<file path="src/rtl/servo_jog_pwm.sv">
// Per-channel PWM servo driver with jog buttons, pose recording and looped playback.
// Latency: jog edge to live duty 1 cycle, applied at next period wrap; backpressure: none, inputs are levels.
module servo_jog_pwm #(
    parameter int CH        = 2,
    parameter int W         = 6,
    parameter int DEPTH     = 16,
    parameter int STEP      = 1,
    parameter int DUTY_INIT = 2 ** (W - 1),
    parameter int PLAY_DIV  = 8
) (
    input  logic                         sysclk,
    input  logic                         Reset_Sw,
    input  logic [CH-1:0]                Inc,
    input  logic [CH-1:0]                Dec,
    input  logic                         Storage_Sw,
    output logic [CH-1:0]                Pulse,
    output logic [CH*W-1:0]              Duty_Out,
    output logic [$clog2(DEPTH+1)-1:0]   Rec_Count,
    output logic                         Full,
    output logic                         Playing
);
    localparam int             CW       = $clog2(DEPTH + 1);
    localparam int             PW       = (DEPTH > 1) ? $clog2(DEPTH) : 1;
    localparam logic [W-1:0]   DMAX     = '1;
    localparam logic [W-1:0]   DINIT    = W'(DUTY_INIT);
    localparam logic [W-1:0]   DSTEP    = W'(STEP);
    localparam logic [7:0]     DIV_LAST = 8'(PLAY_DIV - 1);

    typedef enum logic {ST_LIVE = 1'b0, ST_PLAY = 1'b1} state_t;

    state_t                 state_q, state_d;
    logic [W-1:0]           cnt;
    logic                   wrap;
    logic [CH-1:0]          inc_q, dec_q, inc_ev, dec_ev;
    logic [CH-1:0][W-1:0]   live_q, live_d, applied, src;
    logic [CH-1:0][W-1:0]   pose_mem [DEPTH];
    logic [PW-1:0]          rd_ptr;
    logic [7:0]             div_q;
    logic                   changed, rec_we, rd_last, have_rec;

    assign wrap     = (cnt == DMAX);
    assign inc_ev   = Inc & ~inc_q;
    assign dec_ev   = Dec & ~dec_q;
    assign have_rec = (Rec_Count != '0);
    assign rd_last  = (CW'(rd_ptr) == Rec_Count - CW'(1));

    assign Duty_Out = applied;
    assign Full     = (Rec_Count == CW'(DEPTH));
    assign Playing  = (state_q == ST_PLAY);

    always_comb begin
        state_d = state_q;
        case (state_q)
            ST_LIVE: if (Storage_Sw)  state_d = ST_PLAY;
            ST_PLAY: if (!Storage_Sw) state_d = ST_LIVE;
            default: state_d = ST_LIVE;
        endcase
    end

    // Opposing jogs in the same cycle cancel; saturation yields no change and so no record.
    always_comb begin
        live_d  = live_q;
        changed = 1'b0;
        for (int i = 0; i < CH; i++) begin
            if (state_q == ST_LIVE && (inc_ev[i] ^ dec_ev[i])) begin
                if (inc_ev[i])
                    live_d[i] = (live_q[i] > DMAX - DSTEP) ? DMAX : live_q[i] + DSTEP;
                else
                    live_d[i] = (live_q[i] < DSTEP) ? '0 : live_q[i] - DSTEP;
            end
            if (live_d[i] != live_q[i])
                changed = 1'b1;
        end
        rec_we = changed && !Full;
    end

    always_comb begin
        src = live_q;
        if (state_q == ST_PLAY && have_rec)
            src = pose_mem[rd_ptr];
    end

    always_ff @(posedge sysclk) begin
        if (Reset_Sw) begin
            state_q   <= ST_LIVE;
            cnt       <= '0;
            inc_q     <= '0;
            dec_q     <= '0;
            live_q    <= {CH{DINIT}};
            applied   <= {CH{DINIT}};
            Pulse     <= '0;
            Rec_Count <= '0;
            rd_ptr    <= '0;
            div_q     <= '0;
        end else begin
            state_q <= state_d;
            cnt     <= cnt + W'(1);
            inc_q   <= Inc;
            dec_q   <= Dec;
            live_q  <= live_d;
            if (rec_we)
                Rec_Count <= Rec_Count + CW'(1);
            // Loading only at the wrap keeps every PWM period whole.
            if (wrap)
                applied <= src;
            for (int i = 0; i < CH; i++)
                Pulse[i] <= (cnt < applied[i]);
            if (state_q == ST_LIVE) begin
                rd_ptr <= '0;
                div_q  <= '0;
            end else if (wrap && have_rec) begin
                if (div_q == DIV_LAST) begin
                    div_q  <= '0;
                    rd_ptr <= rd_last ? '0 : rd_ptr + PW'(1);
                end else begin
                    div_q <= div_q + 8'd1;
                end
            end
        end
    end

    // Pose storage carries no reset; slots at or above Rec_Count are never read.
    always_ff @(posedge sysclk) begin
        if (!Reset_Sw && rec_we)
            pose_mem[Rec_Count[PW-1:0]] <= live_d;
    end

endmodule

</file>
<file path="config.mk">
export PLATFORM = sky130hd
export DESIGN_NAME = servo_jog_pwm
export DESIGN_NICKNAME = d
export VERILOG_FILES = /design/src/rtl/servo_jog_pwm.sv
export SDC_FILE = /design/constraint.sdc
export NUM_CORES = 1
export LEC_CHECK = 0
export BUFFER_PORTS_ARGS = -buffer_cell sky130_fd_sc_hd__buf_2
export CAP_MARGIN = 25
export CORE_MARGIN = 10
export CORE_UTILIZATION = 50
export DETAILED_ROUTE_END_ITERATION = 8
export HOLD_SLACK_MARGIN = 0.15
export PLACE_DENSITY_LB_ADDON = 0.25
export SYNTH_ARGS = -nofsm -noshare
export SYNTH_HDL_FRONTEND = slang
export SYNTH_SLANG_ARGS = --single-unit
</file>
<file path="constraint.sdc">
create_clock -name sysclk -period 3.5 [get_ports sysclk]
set_input_delay 0 -clock sysclk [delete_from_list [all_inputs] [get_ports sysclk]]
set_output_delay 0 -clock sysclk [all_outputs]
set_load 0.03 [all_outputs]
</file>
# [Word-level counts from Yosys, hierarchy flattened]
# Memories as Yosys holds them, arrays and structs flattened. A register that Yosys moved wholly into a read port is not among the register bits.
# Cells that the tools add are included.
[totals] word_cells=70 out_inout_bits=21 memories=1 latchBits=0 input_bits=7 reg_bits=54 romBits=0 ramBits=192
[memory_table] name="pose_mem" words=16 word_bits=12 rd=1 rd_ports_with_merged_regs=1 write_ports=1 line_no="36" rtl="logic [CH-1:0][W-1:0] pose_mem [DEPTH];"
[classes] order_cmp=6 n_reduce_logical=11 muxes=18 mul=0 eq_ne=6 bitwise_logic=7 shifts=0 n_addsub=9 div=0
[ops] operator="2-to-1 mux 6 bit" count=8
[ops] operator="adder 6 x 1 -> 6 bit (second input constant)" count=3
[ops] operator="> comparator 6 bit (second input constant)" count=2
[ops] operator="less-than comparator 6 x 1 -> 1 bit (second input constant)" count=2
[ops] operator="less-than comparator 6 bit" count=2
[ops] operator="2-to-1 mux 12 bit" count=1
[ops] operator="2-to-1 mux 4 bit" count=3
[ops] operator="inequality test 6 bit" count=2
[ops] operator="subtractor 6 x 1 -> 6 bit (second input constant)" count=2
[ops] operator="adder 8 x 1 -> 8 bit (second input constant)" count=1
[ops] operator="== test 8 x 3 -> 1 bit (second input constant)" count=1
[ops] operator="2-to-1 mux 8 bit" count=1
[ops] operator="== test 6 bit (second input constant)" count=1
[ops] operator="logical AND 1 bit" count=6
[ops] operator="adder 5 x 1 -> 5 bit (second input constant)" count=1
[ops] operator="== test 4 x 5 -> 1 bit" count=1
[ops] operator="== test 5 bit (second input constant)" count=1
[ops] operator="2-to-1 mux 1 bit" count=5
[ops] operator="nonzero test 5 bit" count=1
[ops] operator="subtractor 5 x 1 -> 5 bit (second input constant)" count=1
[ops] operator="adder 4 x 1 -> 4 bit (second input constant)" count=1
[ops] operator="AND 2 bit" count=2
[ops] operator="NOT 2 bit" count=2
[ops] operator="logical NOT 1 bit" count=2
[ops] operator="other kinds (4)" count=5

# [Longest topological paths before layout]
# Gate-level depths: netlist (run 1).
[depth] depth_word=12 depth_mapped=11 mapped_depth_nobuf=8

# [Least setup slack after synthesis (run 1)]
# No wires, ideal clock.
[synth_timing] path_kind="register -> register" from="reg live_q[6] (netlist name)" to="mem pose_mem[0][0] (netlist name), enable pin" path_stages_with_launch=9 arrival_ns=3.259 setup_time_ns=0.412 path_slack_ns=-0.172 t_required_ns=3.088 n_path_buf=1 period_less_slack_ns=3.672 path_cell_list="dfxtp_1 inv_1 ha_1 or3_4 a31o_1 o32a_1 and3_1 buf_6 nor4_1"
[synth_via] elab_chain_cells=10 elab_cells_between_ends=14 classes_between="add/sub: 2; order compare: 2; eq/ne: 1; mux: 7; reduce/logical: 2"
[synth_rtl] item="from (decl)" line_no="35" rtl="logic [CH-1:0][W-1:0] live_q, live_d, applied, src;"
[synth_rtl] item="from (signal assigned)" line_no="89" rtl="live_q <= {CH{DINIT}};"
[synth_rtl] item="from (signal assigned)" line_no="100" rtl="live_q <= live_d;"
[synth_rtl] item="subtractor 6 x 1 -> 6 bit, or another cell as far along" line_no="69" rtl="live_d[i] = (live_q[i] < DSTEP) ? '0 : live_q[i] - DSTEP;"
[synth_rtl] item="2-to-1 mux 6 bit (on tied branches)" line_no="69, 67"
[synth_rtl] item="2-to-1 mux 6 bit" line_no="66" rtl="if (inc_ev[i])"
[synth_rtl] item="2-to-1 mux 6 bit" line_no="65" rtl="if (state_q == ST_LIVE && (inc_ev[i] ^ dec_ev[i])) begin"
[synth_rtl] item="inequality test 6 bit *" line_no="71" rtl="if (live_d[i] != live_q[i])"
[synth_rtl] item="2-to-1 mux 1 bit *" line_no="71"
[synth_rtl] item="logical AND 1 bit *" line_no="74" rtl="rec_we = changed && !Full;"
[synth_rtl] item="logical AND 1 bit *" line_no="124" rtl="if (!Reset_Sw && rec_we)"
[synth_rtl] item="2-to-1 mux 1 bit *" line_no="124"
[synth_rtl] item="2-to-1 mux 1 bit (implied by the code) *" line_no="125" rtl="pose_mem[Rec_Count[PW-1:0]] <= live_d;"
[synth_rtl] item="to (decl)" line_no="36"
# Mark *: on every way between the ends. The rest lies on a longest branch, timed or not.

# [Worst setup path after layout (run 1)]
[layout_timing] from="reg live_q[1] (netlist name)" to="mem pose_mem[8][7] (netlist name), enable pin"
[layout_via] elab_chain_cells=11 elab_cells_between_ends=15 classes_between="add/sub: 2; order compare: 2; eq/ne: 1; mux: 8; reduce/logical: 2"
[layout_rtl] item="subtractor 6 x 1 -> 6 bit, or another cell as far along" line_no="69"
[layout_rtl] item="2-to-1 mux 6 bit (on tied branches)" line_no="69, 67"
[layout_rtl] item="2-to-1 mux 6 bit" line_no="66"
[layout_rtl] item="2-to-1 mux 6 bit" line_no="65"
[layout_rtl] item="inequality test 6 bit *" line_no="71"
[layout_rtl] item="2-to-1 mux 1 bit * (2 in a row)" line_no="71"
[layout_rtl] item="logical AND 1 bit *" line_no="74"
[layout_rtl] item="logical AND 1 bit *" line_no="124"
[layout_rtl] item="2-to-1 mux 1 bit *" line_no="124"
[layout_rtl] item="2-to-1 mux 1 bit (implied by the code) *" line_no="125"
# Marked as above.

==> results.yml, run 1 <==
die:
  die_w_microns: 167
  pin_count: 28
  coreArea_sq_um: 21100
  die_h_microns: 167
  dieArea_sq_um: 27800
  initial_core_util: 0.511
  row_count: 53
power_and_ir_drop:
  clkPwrFrac: 0.404
  internal_power_mw: 5.65
  p_per_area_nw_per_um2: 602
  combPwrFrac: 0.130
  power_switching_mw: 1.87
  seqPwrFrac: 0.466
  swShare: 0.248
  peakVddDrop_v: 0.000379
  p_leak_nw: 4.17
run:
  cap_viol_max_count: 0
yosys:
  yosysWarnings: 0
  netlist_area_sq_um: 10800
  synthCells: 708
  async_reset_ff_frac: 0
  synth_flop_cell: "edfxtp_1"
  avgSynthCellArea_sq_um: 15.2
  synth-edff-count: 192
  synthDistinctLibCells: 56
  synth.ff_latch_count: 250
  ys_seq_area_frac: 0.643
  synth_nets: 739
setup_path:
  setup.worst_path.class: "flip-flop to flip-flop"
  crit_chain: "inv_1, ha_1, nor2b_1, a211o_1, o21ai_0, o22a_1, and3_1, buf_12, nor3_2"
  startpoint_type: "flip-flop"
  crit_arrival_ns: 3.32
  critPathBufInv: 2
  r2r_start: "live_q[1]$_SDFF_PP0_"
  crit_fanout: 14
  required_ns: 3.65
  crit_family: "simple AND/OR/NAND/NOR gates"
  slowest_stage: "nor3_2"
  cp-startpoint: "live_q[1]$_SDFF_PP0_"
  critPathMaxStageDelay_ns: 0.82
  endpoint_kind: "flip-flop"
placed_design:
  dp_slack_ns: 0.316
  dpl_cell_area_sq_um: 11400
  post-dp-hpwl_microns: 16600
  portBuffers: 27
  place_congestion: 0.934
  dp_cells: 1003
drt:
  dr.pass1.iters: 5
  viasPerCell: 6.00
  wire_per_inst_microns: 23.0
  wl_microns: 24400
  ant_nets: 0
  drt_iter0_drc: 633
  vias: 6370
  route.detailed.drc: 0
timing:
  finalSetupViolCount: 0
  drv_slew: 0
  max-slew-margin-rel: 0.333
  worst_slew_pin_slew_ns: 0.996
  fmaxAchievable_ghz: 0.315
  fin_crit_sh: 0.907
  min_period_ns: 3.17
  fin_skew_ns: 0.0225
  finalHoldViolCount: 0
  grt_setup_unrepaired: "false"
  setup_slack_ns: 0.325
clocking:
  clockBufferDepth: 3
  cts_made_buffers: 26
  cts_hold_buf: 11
  clock_sinks: 250
  post-cts-setup-buffers: 0
  clk_pin_slew_ns: 0.06
  cts_tree: "yes"
  cts_root_buf: "clkbuf_16"
  cts_resized: 0
  htree_levels: 1
  insertion_delay_ns: 0.54
run_status:
  outcome: "finished clean"
final_layout:
  final_cells: 1062
  layout.nets: 798
  final_cell_mix: "edfxtp_1, mux4_2, dfxtp_1, nor2_1, nand2_1"
  antenna_cells: 0
  area_growth_pct: 15.8
  layout-drive-gt1-share: 0.243
  layout_commonest_cell: "edfxtp_1"
  design_area_sq_um: 12500
global_route:
  first_global_vias: 6410
  grt_start_max_net_pins: 55
  grt_pass1_wl_microns: 38300
  track_usage: 0.172
  antenna_found_initial: 0
  overflow: 0
min_path:
  hp-class: "flip-flop to flip-flop"
  hold_path_startpoint: "cnt[0]$_SDFF_PP0_"
[cell usage after synthesis (3+ instances only)]
| library cell | number | share of area |
|---|---|---|
| edfxtp_1 | 192 | 0.54 |
| mux4_2 | 60 | 0.13 |
| dfxtp_1 | 58 | 0.11 |
| nand2_1 | 37 | 0.013 |
| nor2_1 | 37 | 0.013 |
| a21oi_1 | 28 | 0.013 |
| clkbuf_1 | 25 | 0.0087 |
| ha_1 | 24 | 0.028 |
| nor2b_1 | 24 | 0.014 |
| inv_1 | 20 | 0.0070 |
| nand3_1 | 17 | 0.0079 |
| nand2b_1 | 15 | 0.0087 |
| nor3_1 | 13 | 0.0060 |
| xnor2_1 | 11 | 0.0089 |
| a21o_1 | 10 | 0.0070 |
| a221oi_1 | 9 | 0.0073 |
| nor3_2 | 9 | 0.0084 |
| xor2_1 | 9 | 0.0073 |
| a211oi_1 | 7 | 0.0049 |
| a31oi_1 | 7 | 0.0041 |
| and3_1 | 7 | 0.0041 |
| o21ai_1 | 7 | 0.0033 |
| buf_2 | 6 | 0.0028 |
| nor4_1 | 6 | 0.0035 |
| nand4_1 | 5 | 0.0029 |
| o21ai_0 | 5 | 0.0023 |
| or3_1 | 5 | 0.0029 |
| and4_1 | 4 | 0.0033 |
| buf_1 | 4 | 0.0014 |
| mux2_1 | 4 | 0.0042 |
| or2_2 | 4 | 0.0023 |
| a22o_1 | 3 | 0.0024 |
| mux2i_1 | 3 | 0.0028 |
| o22ai_1 | 3 | 0.0017 |
[worst paths after layout]
| check | to | slack, ns | cells past startpoint |
|---|---|---|---|
| worst max-delay path | pose_mem[8][7]$_DFFE_PP_ | 0.33 | 9 |
| worst max register to register | pose_mem[8][7]$_DFFE_PP_ | 0.33 | 9 |
| worst min-delay path | cnt[0]$_SDFF_PP0_ | 0.49 | 1 |
| worst min register to register | cnt[0]$_SDFF_PP0_ | 0.49 | 1 |
[power groups by stage]
stage | registers, mW | logic, mW | clock network (mW)
after floorplan | 3.56 | 0.563 | 0
after global placement | 3.56 | 0.943 | 0
after detailed placement | 3.56 | 0.963 | 0
after CTS | 3.50 | 0.975 | 3.08
after global routing | 3.51 | 1.06 | 3.19
final | 3.50 | 0.978 | 3.04
[cells by family (layout without fill, tap and decap cells)]
group,after synthesis,count (layout),share of synthesized area
compound gates,93,93,0.0579
simple gates,196,196,0.100
xor+xnor,20,20,0.0163
buf+inv,58,137,0.0226
flops,250,250,0.643
mux,67,67,0.132
fa+ha+maj,24,24,0.0279
[flip-flops by register name (all words and copies together) (netlist names), named ones only]
| signal | flops |
|---|---|
| Duty_Out | 12 |
| live_q | 12 |
| inc_q | 2 |
| div_q | 8 |
| Pulse | 2 |
| Rec_Count | 5 |
| rd_ptr | 4 |
| pose_mem | 192 |
| dec_q | 2 |
| Playing | 1 |
| cnt | 6 |
[layer usage]
| metal | GRT usage | share of wire |
|---|---|---|
| met1 | 0.239 | 0.44 |
| met4 | 0.0367 | 0.015 |
| met3 | 0.0292 | 0.075 |
| met5 | 0 | 0 |
| met2 | 0.279 | 0.47 |
[metrics by stage]
stage | setup TNS [ns] | hold slack, ns | power (mW) | utilization
5_1_grt | 0 | 0.510 | 7.76 | 0.592
3_5_place_dp | 0 | 0.221 | 4.52 | 0.541
3_3_place_gp | 0 | 0.211 | 4.50 | 0.541
6_report | 0 | 0.492 | 7.52 | 0.592
2_1_floorplan | -6.19 | 0.128 | 4.12 | -
4_1_cts | 0 | 0.490 | 7.55 | 0.592
[layout make-up]
cell class / instances / area (sq um)
well taps: 275 / 344
multi-input cells: 400 / 3650
clock buffers: 26 / 651
inverters: 20 / 75.1
repair buffers: 69 / 515
clock inverters: 22 / 313
flip-flops and latches: 250 / 6930
fillers: 1600 / 8610
(Power assumes the default switching activity.)
==> run 2, diff against run 1 <==
--- a/config.mk
+++ b/config.mk
@@ -7,7 +7,7 @@
 export LEC_CHECK = 0
 export BUFFER_PORTS_ARGS = -buffer_cell sky130_fd_sc_hd__buf_2
 export CAP_MARGIN = 25
-export CORE_MARGIN = 10
+export CORE_MARGIN = 2
 export CORE_UTILIZATION = 50
 export DETAILED_ROUTE_END_ITERATION = 8
 export HOLD_SLACK_MARGIN = 0.15
==> run 2 against run 1 <==
Core utilization is 0.47 points lower. Final area is 0.80% lower. Critical path depth stayed put. Critical path type unchanged.
==> results.yml, run 2 (synthesis gave the netlist of run 1 again) <==
run_status:
  outcome: "finished clean"
clocking:
  clock_sinks: 250
  clockBufferDepth: 3
  clk_pin_slew_ns: 0.06
  htree_levels: 1
  cts_root_buf: "clkbuf_16"
  cts_resized: 0
  insertion_delay_ns: 0.53
  cts_tree: "yes"
  cts_made_buffers: 27
global_route:
  antenna_found_initial: 0
  grt_start_max_net_pins: 55
  first_global_vias: 6405
  overflow: 0
  grt_pass1_wl_microns: 38000
  track_usage: 0.227
timing:
  finalSetupViolCount: 0
  fin_crit_sh: 0.921
  max-slew-margin-rel: 0.337
  fmaxAchievable_ghz: 0.310
  setup_tns_ns: 0
  grt_setup_unrepaired: "false"
  drv_slew: 0
  setup_slack_ns: 0.275
  worst_slew_pin_slew_ns: 0.989
  fin_skew_ns: 0.00902
  finalHoldViolCount: 0
  min_period_ns: 3.22
setup_path:
  crit_fanout: 14
  critPathMaxStageDelay_ns: 0.81
  slowest_stage: "nor3_2"
  setup.worst_path.class: "flip-flop to flip-flop"
  endpoint_kind: "flip-flop"
  timing.rr.end: "pose_mem[13][8]$_DFFE_PP_"
  reg2reg_depth: 9
  required_ns: 3.65
  crit_chain: "inv_1, ha_1, nor2b_1, a211o_1, o21ai_0, o22a_1, and3_1, buf_12, nor3_2"
  startpoint_type: "flip-flop"
  reg2reg_slack_ns: 0.28
  r2r_start: "live_q[0]$_SDFF_PP0_"
  crit_arrival_ns: 3.38
die:
  pin_count: 28
  coreArea_sq_um: 21100
  row_count: 53
  die_h_microns: 151
  dieArea_sq_um: 22700
  initial_core_util: 0.511
  die_w_microns: 151
power_and_ir_drop:
  peakVddDrop_v: 0.000451
  p_per_area_nw_per_um2: 587
  p_leak_nw: 4.14
placed_design:
  place_congestion: 0.827
  dp_cells: 1003
  dp_slack_ns: 0.324
  post-dp-hpwl_microns: 16600
  portBuffers: 27
final_layout:
  final_cell_mix: "edfxtp_1, mux4_2, dfxtp_1, nor2_1, nand2_1"
  largest_register_ffs: 192
  final_cells: 1064
  layout-drive-gt1-share: 0.238
  layout_commonest_cell: "edfxtp_1"
  antenna_cells: 0
  area_growth_pct: 14.9
  layout.nets: 800
min_path:
  hp-class: "flip-flop to flip-flop"
  min_path_cells: 1
  hold_path_end: "cnt[0]$_SDFF_PP0_"
  hold_path_startpoint: "cnt[0]$_SDFF_PP0_"
drt:
  wire_per_inst_microns: 23.4
  highest_layer: "met4"
  wl_met2_microns: 11900
  wl_met3_microns: 1790
  dr.pass1.iters: 5
  viasPerCell: 6.00
  route.detailed.drc: 0
  drt_iter0_drc: 604
  m1WireLength_microns: 10300
  vias: 6379
  wl_microns: 24900
  ant_nets: 0
run:
  cap_viol_max_count: 0
[run 2: worst max path at each step]
stage,from,end
final,live_q[0]$_SDFF_PP0_,pose_mem[13][8]$_DFFE_PP_
after global routing,live_q[0]$_SDFF_PP0_,pose_mem[11][10]$_DFFE_PP_
after CTS,live_q[0]$_SDFF_PP0_,pose_mem[5][1]$_DFFE_PP_
after detailed placement,live_q[0]$_SDFF_PP0_,pose_mem[13][7]$_DFFE_PP_
after global placement,live_q[6]$_SDFF_PP0_,pose_mem[11][4]$_DFFE_PP_
after floorplan,live_q[6]$_SDFF_PP0_,pose_mem[0][0]$_DFFE_PP_
[run 2: area by class of cell]
class	instances	area (sq um)
clock inverter	18	174
inverter	20	75.1
multi-input combinational	400	3650
sequential	250	6930
tap	275	344
fill	1614	8710
timing repair buffer	70	514
clock buffer	31	691
[run 2: metal layers]
metal | global-route usage | vias up
met1 | 0.308 | 3173
met2 | 0.373 | 271
li1 | - | 2880
met5 | 0 | -
met3 | 0.0479 | 55
met4 | 0.0706 | 0
[run 2: repair_timing]
item / in CTS / in global routing
setup buffers: 0 / 0
hold buffers: 11 / 0
endpoints found under the hold margin: 20 / 0
[run 2: where the power goes]
part	switching (mW)	internal [mW]
Combinational	0.640	0.330
Clock	1.15	1.64
Sequential	0.0783	3.43
[run 2: metrics by stage]
| step | utilization | total power [mW] | area [sq um] | hold slack, ns |
|---|---|---|---|---|
| 5_1_grt | 0.587 | 7.50 | 12400 | 0.532 |
| 3_5_place_dp | 0.540 | 4.52 | 11400 | 0.218 |
| 6_report | 0.587 | 7.26 | 12400 | 0.495 |
| 4_1_cts | 0.586 | 7.29 | 12400 | 0.513 |
| 3_3_place_gp | 0.540 | 4.50 | 11400 | 0.208 |
| 2_1_floorplan | - | 4.12 | 10800 | 0.128 |
[run 2: worst max-delay path, delay by kind of cell, from the launching register on]
family	cells	cell delay [ns]
compound gates	3	0.59
simple gates	3	1.35
fa+ha+maj	1	0.23
buf+inv	2	0.28
flops	1	0.38
==> run 3, diff against run 2 <==
--- a/config.mk
+++ b/config.mk
@@ -12,6 +12,7 @@
 export DETAILED_ROUTE_END_ITERATION = 8
 export HOLD_SLACK_MARGIN = 0.15
 export PLACE_DENSITY_LB_ADDON = 0.25
+export RECOVER_POWER = 25
 export SYNTH_ARGS = -nofsm -noshare
 export SYNTH_HDL_FRONTEND = slang
 export SYNTH_SLANG_ARGS = --single-unit
==> run 3 against run 2 <==
The run now ends with capacitance limit, slew limit left. Count of clock-buffer cells in the layout unchanged. Core utilization decreased by 0.28 points. Critical path depth is the same. Final area down 0.48%. Sequential power barely moved. Flip-flop and latch count did not move. Cell count unchanged. Setup slack got worse by 0.016 ns. Global-route usage is the same. Combinational power decreased by 2%. Largest cell class unchanged. Highest routed layer unchanged.
==> results.yml, run 3 (synthesis gave the netlist of run 1 again) <==
drt:
  wl_met2_microns: 11900
  wl_met3_microns: 1900
  viasPerCell: 5.96
  highest_layer: "met4"
  dr.pass1.iters: 5
  drt_iter0_drc: 624
  m1WireLength_microns: 10300
  ant_nets: 0
  wl_microns: 24900
  wire_per_inst_microns: 23.4
  route.detailed.drc: 0
  vias: 6337
timing:
  max-slew-margin-rel: -0.533
  fin_skew_ns: 0.0111
  fin_crit_sh: 0.926
  worst_slew_pin_slew_ns: 2.30
  holdWs_ns: 0.495
  fmaxAchievable_ghz: 0.309
  setup_tns_ns: 0
  finalSetupViolCount: 0
  grt_setup_unrepaired: "false"
  min_period_ns: 3.24
  finalHoldViolCount: 0
  setup_slack_ns: 0.260
  drv_slew: 73
power_and_ir_drop:
  p_leak_nw: 4.03
  p_per_area_nw_per_um2: 588
  peakVddDrop_v: 0.000450
setup_path:
  critPathMaxStageDelay_ns: 0.81
  setup.worst_path.class: "flip-flop to flip-flop"
  crit_arrival_ns: 3.39
  r2r_start: "live_q[0]$_SDFF_PP0_"
  required_ns: 3.65
  critPathBufInv: 2
  reg2reg_slack_ns: 0.26
  timing.rr.end: "pose_mem[13][8]$_DFFE_PP_"
  crit_chain: "inv_1, ha_1, nor2b_1, a211o_1, o21ai_0, o22a_1, and3_1, buf_12, nor3_2"
  endpoint_kind: "flip-flop"
  slowest_stage: "nor3_2"
  crit_fanout: 14
  startpoint_type: "flip-flop"
  reg2reg_depth: 9
  crit_family: "simple AND/OR/NAND/NOR gates"
final_layout:
  layout-drive-gt1-share: 0.200
  layout.nets: 800
  design_area_sq_um: 12300
  area_growth_pct: 14.3
  final_cells: 1064
  final_cell_mix: "edfxtp_1, mux4_2, dfxtp_1, nor2_1, nand2_1"
  multiInputGateArea_sq_um: 3640
  fill_cells: 1627
  layout_commonest_cell: "edfxtp_1"
  largest_register_ffs: 192
  antenna_cells: 0
  seqCellArea_sq_um: 6930
die:
  die_w_microns: 151
  row_count: 53
  initial_core_util: 0.511
  coreArea_sq_um: 21100
  die_h_microns: 151
  pin_count: 28
  dieArea_sq_um: 22700
global_route:
  track_usage: 0.227
  overflow: 0
  antenna_found_initial: 0
  grt_start_max_net_pins: 55
  first_global_vias: 6405
  grt_pass1_wl_microns: 38000
clocking:
  clk_pin_slew_ns: 0.06
  htree_levels: 1
  post-cts-setup-buffers: 0
  insertion_delay_ns: 0.53
  cts_made_buffers: 27
  clockBufferDepth: 3
  cts_root_buf: "clkbuf_16"
  clock_sinks: 250
  cts_tree: "yes"
placed_design:
  post-dp-hpwl_microns: 16600
  place_congestion: 0.827
  dp_cells: 1003
  dpl_cell_area_sq_um: 11400
  dp_slack_ns: 0.324
  portBuffers: 27
min_path:
  hold_path_end: "cnt[0]$_SDFF_PP0_"
  min_path_cells: 1
  hp-class: "flip-flop to flip-flop"
  hold_path_startpoint: "cnt[0]$_SDFF_PP0_"
run:
  cap_viol_max_count: 2
run_status:
  outcome: "finished, violations left"
  violations: "capacitance limit, slew limit"
## run 3: cell types whose count changed in the layout (fill, tap and decap cells not counted), sizes merged
| cell | delta |
|---|---|
| buf | -28 |
| clkbuf | +28 |
## run 3: metrics by stage
stage / total power [mW] / utilization
floorplan: 4.12 / -
global placement: 4.50 / 0.540
detailed placement: 4.52 / 0.540
CTS: 7.29 / 0.586
global route: 7.49 / 0.584
finish: 7.25 / 0.584
## run 3: worst max path at each step
stage,to,startpoint,cells after the start
floorplan,pose_mem[0][0]$_DFFE_PP_,live_q[6]$_SDFF_PP0_,8
global placement,pose_mem[11][4]$_DFFE_PP_,live_q[6]$_SDFF_PP0_,8
detailed placement,pose_mem[13][7]$_DFFE_PP_,live_q[0]$_SDFF_PP0_,9
CTS,pose_mem[5][1]$_DFFE_PP_,live_q[0]$_SDFF_PP0_,9
global route,pose_mem[11][10]$_DFFE_PP_,live_q[0]$_SDFF_PP0_,9
finish,pose_mem[13][8]$_DFFE_PP_,live_q[0]$_SDFF_PP0_,9
## run 3: timing repair
item / 4_1_cts / 5_1_grt
endpoints found under the hold margin: 20 / 0
gates resized for setup: 0 / 0
hold buffers: 11 / 0
## run 3: final cells by class
| cell class | instances | share of cell area |
|---|---|---|
| Timing Repair Buffer | 70 | 0.0377 |
| Multi-Input combinational cell | 400 | 0.295 |
| Clock inverter | 18 | 0.0141 |
| Tap cell | 275 | 0.0279 |
| Inverter | 20 | 0.00610 |
| Clock buffer | 31 | 0.0561 |
| Sequential cell | 250 | 0.563 |
## run 3: worst reg2reg max path, cell delays in order, from the launching register on
cell and delay (ns):
dfxtp_1 0.38, inv_1 0.12, ha_1 0.23, nor2b_1 0.30
a211o_1 0.18, o21ai_0 0.11, o22a_1 0.30, and3_1 0.25
buf_12 0.17, nor3_2 0.82
## run 3: power breakdown
group	switching (mW)	total [mW]	internal, mW
Sequential	0.0789	3.51	3.43
Clock	1.15	2.78	1.64
Combinational	0.635	0.952	0.317
## run 3: layer usage
metal,vias up,track usage
met3,54,0.0479
met4,0,0.0706
met1,3143,0.308
met5,-,0
li1,2876,-
met2,264,0.373
